==> src/rtl/instr_fetch.sv <==
// Instruction fetch stage: owns the PC, reads a 1-cycle-latency instruction ROM,
// and buffers returned {instr, pc} pairs in a small FIFO feeding decode via valid/ready.
module instr_fetch #(
    parameter logic [31:0] RESET_PC = 32'h0000_0000,
    parameter int unsigned DEPTH    = 2
) (
    input  logic        clk,
    input  logic        rst,
    output logic        imem_re,
    output logic [31:0] imem_a,
    input  logic [31:0] imem_rd,
    input  logic        redirect_valid,
    input  logic [31:0] redirect_pc,
    output logic        out_valid,
    input  logic        out_ready,
    output logic [31:0] out_instr,
    output logic [31:0] out_pc
);

    localparam int unsigned PW  = $clog2(DEPTH);
    localparam int unsigned CW  = $clog2(DEPTH + 1);
    localparam int unsigned CXW = CW + 1;

    typedef struct packed {
        logic [31:0] instr;
        logic [31:0] pc;
    } fetch_entry_t;

    logic [31:0]  pc;
    logic [31:0]  inflight_pc;
    logic         inflight;
    logic [CW-1:0] count;
    logic [PW-1:0] rd_ptr;
    logic [PW-1:0] wr_ptr;
    fetch_entry_t mem [DEPTH];
    fetch_entry_t head;

    logic          pop;
    logic          push;
    logic          issue;
    logic [CXW-1:0] credit;
    logic          unused_redirect_lsbs;

    assign unused_redirect_lsbs = ^redirect_pc[1:0];

    // Credits: buffered + in-flight entries after this cycle's pop must leave room.
    assign out_valid = (count != '0);
    assign pop       = out_valid & out_ready;
    assign push      = inflight & ~redirect_valid;
    assign credit    = {1'b0, count} + CXW'(inflight) - CXW'(pop);
    assign issue     = ~rst & ~redirect_valid & (credit < CXW'(DEPTH));

    assign imem_re = issue;
    assign imem_a  = pc;

    // PC and outstanding-read tracking; redirect wins over issue.
    always_ff @(posedge clk or posedge rst) begin
        if (rst) begin
            pc          <= RESET_PC;
            inflight    <= 1'b0;
            inflight_pc <= '0;
        end else if (redirect_valid) begin
            pc       <= {redirect_pc[31:2], 2'b00};
            inflight <= 1'b0;
        end else begin
            inflight <= issue;
            if (issue) begin
                inflight_pc <= pc;
                pc          <= pc + 32'd4;
            end
        end
    end

    // FIFO occupancy and pointers; a redirect empties the buffer outright.
    always_ff @(posedge clk or posedge rst) begin
        if (rst) begin
            count  <= '0;
            rd_ptr <= '0;
            wr_ptr <= '0;
        end else if (redirect_valid) begin
            count  <= '0;
            rd_ptr <= '0;
            wr_ptr <= '0;
        end else begin
            if (push) begin
                wr_ptr <= wr_ptr + PW'(1);
            end
            if (pop) begin
                rd_ptr <= rd_ptr + PW'(1);
            end
            case ({push, pop})
                2'b10:   count <= count + CW'(1);
                2'b01:   count <= count - CW'(1);
                default: count <= count;
            endcase
        end
    end

    // Storage is intentionally left unreset; only occupancy decides validity.
    always_ff @(posedge clk) begin
        if (push) begin
            mem[wr_ptr] <= '{instr: imem_rd, pc: inflight_pc};
        end
    end

    assign head      = mem[rd_ptr];
    assign out_instr = out_valid ? head.instr : 32'h0;
    assign out_pc    = out_valid ? head.pc    : 32'h0;

endmodule

==> config.mk <==
export PLATFORM = sky130hd
export DESIGN_NAME = instr_fetch
export DESIGN_NICKNAME = d
export VERILOG_FILES = /design/src/rtl/instr_fetch.sv
export SDC_FILE = /design/constraint.sdc
export NUM_CORES = 1
export LEC_CHECK = 0
export ABC_AREA = 1
export CAP_MARGIN = 20
export CELL_PAD_IN_SITES_DETAIL_PLACEMENT = 0
export CELL_PAD_IN_SITES_GLOBAL_PLACEMENT = 1
export CORE_AREA = 8 8 160 162
export CTS_BUF_LIST = sky130_fd_sc_hd__clkbuf_4 sky130_fd_sc_hd__clkbuf_8
export DETAILED_ROUTE_END_ITERATION = 10
export DIE_AREA = 0 0 168 170
export PLACE_DENSITY = 0.86
export SLEW_MARGIN = 20
export SYNTH_ARGS = -nofsm -noshare
export SYNTH_HDL_FRONTEND = slang
export SYNTH_SLANG_ARGS = --single-unit
==> constraint.sdc <==
create_clock -name clk -period 3.3 [get_ports clk]
set_input_delay 0.495 -clock clk [delete_from_list [all_inputs] [get_ports clk]]
set_output_delay 0.495 -clock clk [all_outputs]
set_load 0.02 [all_outputs]
### Yosys cells after proc, flatten, opt, wreduce, memory -nomap -nowiden

Memories as Yosys holds them, arrays and structs flattened.
Cells that the tools add are included.

| cells by class | value |
|---|---|
| $lt $le $gt $ge | 1 |
| reductions and logical operators | 6 |
| muxes and demuxes | 13 |
| bitwise logic cells | 6 |
| equal/unequal tests | 2 |
| add/subtract/negate cells | 7 |

Operator list:

| operator | count |
|---|---|
| $mux W32 | 4 |
| $add A32 B3 Y32 const B | 1 |
| $reduce_bool A2 Y1 | 4 |
| $mux W1 | 7 |
| $and A1 B1 Y1 | 4 |
| $pmux W2 S2 | 1 |
| $add A2 B1 Y3 | 1 |
| $lt A3 B2 Y1 const B | 1 |
| $reduce_bool A3 Y1 | 1 |
| $sub A3 B1 Y3 | 1 |
| $add A1 B1 Y1 const B | 2 |
| $add A2 B1 Y2 const B | 1 |
| $eq A2 B1 Y1 const B | 1 |
| $eq A2 B2 Y1 const B | 1 |
| $mux W2 | 1 |
| $not A1 Y1 | 2 |
| $reduce_and A2 Y1 | 1 |
| $sub A2 B1 Y2 const B | 1 |

| storage, ports and cells | value |
|---|---|
| RAM bits | 128 |
| word-level logic and storage cells | 42 |
| output and inout bits | 98 |
| memories | 1 |
| register bits after elaboration | 69 |

Memory list:

| name | depth | width | rd ports | clocked after memory_dff | write ports | line | text |
|---|---|---|---|---|---|---|---|
| mem | 2 | 64 | 1 | 0 | 1 | 35 | `fetch_entry_t mem [DEPTH];` |

### Depth between registers and ports, before layout

| logic depth | value |
|---|---|
| word-level depth | 7 |
| gate-level depth with buffers | 16 |
| mapped depth without buffers | 14 |

### Worst setup path after synthesis

OpenSTA, ideal clock, no wires.

| timing path | value |
|---|---|
| path kind | input -> register |
| from | input port redirect_valid |
| to | memory mem[0][10] (netlist name) (enable) |
| setup slack | -0.612 ns |
| buffers on the path | 1 |
| required time | 2.818 ns |
| setup time | 0.482 ns |
| stages on the path | 4 |
| data arrival time | 3.430 ns |
| cells stage by stage | buf_6 > nor2_1 > inv_1 > nor2_1 |

| on the way | value |
|---|---|
| longest elaborated chain between the ends | 4 |

Ends and longest elaborated chain:

| what | line | text |
|---|---|---|
| start, declared | 12 | `input logic redirect_valid,` |
| $not A1 Y1 (no line) | - |  |
| $and A1 B1 Y1 | 49 | `assign push = inflight & ~redirect_valid;` |
| $mux W1 | 101 | `if (push) begin` |
| $mux W1 (not written as such) | 102 | `mem[wr_ptr] <= '{instr: imem_rd, pc: inflight_pc};` |
| end, declared | 35 |  |

Every way passes these cells.

### Final worst setup path

| timing path | value |
|---|---|
| from | register rd_ptr |
| to | output port out_pc[29] |

| on the way | value |
|---|---|
| longest elaborated chain between the ends | 2 |

Ends and longest elaborated chain:

| what | line | text |
|---|---|---|
| start, declared | 33 | `logic [PW-1:0] rd_ptr;` |
| start signal, assigned | 89 | `rd_ptr <= rd_ptr + PW'(1);` |
| $mem_v2 Z2 W64 | - |  |
| $mux W32 | 108 | `assign out_pc = out_valid ? head.pc : 32'h0;` |
| end, declared | 17 | `output logic [31:0] out_pc` |

Every way passes these cells.

==> impl_summary.txt <==
----------------------------------------------------
[Power]
  P_sw ... 1950 uW
  Internal power ... 4140 uW
  Power per cell area ... 567 nW/um2
  Register share of total power ... 0.521
  Clock power frac ... 0.236
  Combinational fraction of design power ... 0.243
  Net Sw Frac ... 0.320
  Leakage power of the design ... 0.00427 uW
  Max IR drop VDD ... 0.209 mV

[STA]
  Final worst slack ... 0.274 ns
  Slew margin rel. ... 0.473
  WHS ... 0.487 ns
  Slew @ Worst Pin ... 0.790 ns
  Pins over their slew limit ... 0
  Peak clock frequency supported by timing ... 330 MHz
  Endpoints failing hold ... 0
  Number of failing setup endpoints in the final timing report ... 0
  Final clock skew ... 0.0166 ns
  Clock period minus worst slack ... 3.03 ns
  Tcrit/Tclk final ... 0.917
  RSZ-0062 raised after global routing ... no

[Placement]
  Pre-CTS setup slack ... 0.0211 ns
  Global placement routability congestion ... 0.795
  Cell Area, Placed ... 10400 um2
  Hpwl dp ... 14.7 mm
  Placed cell count ... 1319
  IO Port Bufs ... 159

[Critical path]
  Peak fanout along the critical path ... 64
  Critical path capture point type ... primary output
  R2R Setup Slk ... 0.71 ns
  Worst R2R Path Depth ... 16
  Required arrival time at the worst endpoint ... 2.80 ns
  Start of the worst register-to-register path ... count[1]$_DFFE_PP0P_
  Critical setup path kind ... register to primary output
  Launching element type of the critical path ... register
  Arrival time at the worst endpoint ... 2.53 ns
  Endpoint of the most critical register-to-register path ... imem_a[2]$_DFFE_PP0P_
  Critical Path Source ... rd_ptr$_DFFE_PP0P_

[Floorplan]
  Area of the placeable core ... 23100 um2
  Standard-cell rows ... 56
  Ports ... 166
  Floorplan die height ... 170 um
  Die outline area ... 28600 um2
  Initial cell density of the core ... 0.364
  Die width ... 168 um

[Drt]
  Count of antenna-violating nets left after detailed routing ... 0
  Routed wire length ... 21.2 mm
  Vias per inst ... 4.73
  Remaining design rule violation count ... 0
  Via Count ... 6392
  Post-detailed-route wirelength per cell ... 15.7 um
  Number of search-and-repair iterations in the first detailed-routing pass ... 5
  Drt first-iter violations ... 415

[CTS]
  CTS tree ... done
  Clock input transition at the sequential cells of the worst setup and hold paths ... 0.09 ns
  Post-cts sizing count ... 1
  Number of buffers inserted by hold repair at cts ... 0
  Clock insertion delay at the later pin of the skew report ... 0.46 ns
  Root buffer cell ... sky130_fd_sc_hd__clkbuf_8
  Number of setup buffers added after CTS ... 0
  Clock tree sinks ... 189
  Number of levels in the clock H-tree ... 4
  Number of buffers added by the clock tree synthesis step ... 17
  Maximum clock path buffer count ... 2

[Min path]
  Hold Path Stages ... 0
  Hold wc startpoint ... inflight_pc[20]$_DFFE_PP0P_
  Class of the most critical hold timing path ... register to register
  Hold EP ... mem[0][20]$_DFFE_PP_

[Global route]
  Met2 Resource Use GR ... 0.249
  Gr usage total ... 0.151
  Antenna violations before repair ... 0
  Wire length of the first global-routing pass ... 33.9 mm
  Met1 track demand over resource in global routing ... 0.195
  Largest net degree at the start of global routing ... 65
  Global route overflow ... 0
  Global-route track usage on met3 ... 0.0387
  Number of global-route vias before repair ... 6243
  Most used routing layer ... met2

[Synth]
  Post-synth top area share ... 0.443
  Number of distinct library cells after synthesis ... 25
  Number of storage elements in the synthesis netlist ... 189
  Number of synthesis warnings ... 0
  Summed instance area of the synthesized netlist ... 8400 um2
  Most common flop cell mapped by yosys ... sky130_fd_sc_hd__edfxtp_1
  Sequential element share of the synthesized area ... 0.637
  Synth area leader ... sky130_fd_sc_hd__edfxtp_1
  Async set or reset register ratio after synthesis ... 0.344
  Post-synth EDFFs ... 124
  Synthesized instance count ... 889
  Cell types occupying the most area after synthesis ... sky130_fd_sc_hd__edfxtp_1 (44%), sky130_fd_sc_hd__dfrtp_1 (19%), sky130_fd_sc_hd__nand2_1 (14%)
  Avg Inst Size Synth ... 9.45 um2

[Cells and area]
  Antenna cell count ... 0
  Layout cell share with drive strength beyond 1 ... 0.0745
  Net count, final ... 1118
  Commonest non-fill, non-tap cell in the layout ... sky130_fd_sc_hd__nand2_1
  Commonest cells after routing, fill and taps aside ... sky130_fd_sc_hd__nand2_1 (308), sky130_fd_sc_hd__clkdlybuf4s50_1 (158), sky130_fd_sc_hd__edfxtp_1 (124)
  Footprint of the flip-flops and latches ... 5350 um2
  Layout fillers ... 2175
  Post-layout instance count excluding filler cells ... 1351
  Total area of multi-input combinational cells ... 2550 um2
  Growth of design area from synthesis to finish ... 27.8%
  Final cell area excluding filler cells ... 10700 um2

[Run status]
  Result of the run ... finished, final reports clean

[Job]
  Max Cap Viol ... 0

----------------------------------------------------
==> logic make-up (layout without fill, tap and decap cells) <==
kind of cell,after synthesis,count (layout),synth area share
AOI/OAI and AO/OA,103,103,0.0635
and+or+nand+nor,476,476,0.233
other,1,4,0.000447
adders and majority gates,2,2,0.00387
DFF,189,189,0.637
buffers and inverters,118,287,0.0623
==> stage by stage <==
stage,setup TNS (ns),power [uW],utilization
floorplan,-75.83,4010,-
global placement,0,4680,0.449
detailed placement,0,4720,0.449
CTS,0,6170,0.465
global route,0,6450,0.465
finish,0,6090,0.465
==> flip-flops by register name, summed over array words and instances (netlist names) <==
signal	count
count	2
imem_a	30
inflight	1
inflight_pc	30
mem	124
rd_ptr	1
wr_ptr	1
==> critical path, cell delays in order (launching register included) <==
cell                              delay, ns
sky130_fd_sc_hd__dfrtp_2               0.38
sky130_fd_sc_hd__buf_4                 0.59
sky130_fd_sc_hd__nand2_1               0.10
sky130_fd_sc_hd__a21oi_1               0.33
sky130_fd_sc_hd__clkdlybuf4s50_1       0.67
==> area by class of cell <==
cell class | instances | share of cell area
timing repair buffer | 177 | 0.167
inverter | 78 | 0.0278
clock inverter | 12 | 0.0105
clock buffer | 20 | 0.0239
multi-input combinational | 585 | 0.238
tap | 290 | 0.0338
sequential | 189 | 0.499
==> synth_stat cells, types with 3 or more instances <==
cell type,number
sky130_fd_sc_hd__a21oi_1,64
sky130_fd_sc_hd__buf_1,3
sky130_fd_sc_hd__buf_2,8
sky130_fd_sc_hd__buf_4,5
sky130_fd_sc_hd__buf_6,4
sky130_fd_sc_hd__clkbuf_1,19
sky130_fd_sc_hd__dfrtp_1,65
sky130_fd_sc_hd__edfxtp_1,124
sky130_fd_sc_hd__inv_1,76
sky130_fd_sc_hd__nand2_1,308
sky130_fd_sc_hd__nand2_2,3
sky130_fd_sc_hd__nand3_1,64
sky130_fd_sc_hd__nor2_1,81
sky130_fd_sc_hd__nor2_2,12
sky130_fd_sc_hd__nor2_4,6
sky130_fd_sc_hd__o211ai_1,7
sky130_fd_sc_hd__o21ai_0,32
==> worst max-delay path by stage <==
stage	slack [ns]	depth (start not counted)	endpoint
6_report	0.27	4	out_pc[29]
5_1_grt	0.07	4	out_pc[29]
4_1_cts	0.009	12	imem_re
3_5_place_dp	0.02	12	imem_re
3_3_place_gp	0.03	12	imem_re
2_1_floorplan	-0.61	4	mem[0][10]$_DFFE_PP_
==> metal layers <==
layer	part of all wire	up-vias
li1	-	3205
met1	0.45	2996
met2	0.48	173
met3	0.057	18
met4	0.012	0
met5	0	-
==> power groups by stage <==
stage          clock, uW  combinational, uW  sequential [uW]
2_1_floorplan          0                788             3220
3_3_place_gp           0               1470             3210
3_5_place_dp           0               1490             3230
4_1_cts             1500               1500             3180
5_1_grt             1580               1650             3220
6_report            1440               1480             3170
(Power assumes the default switching activity.)
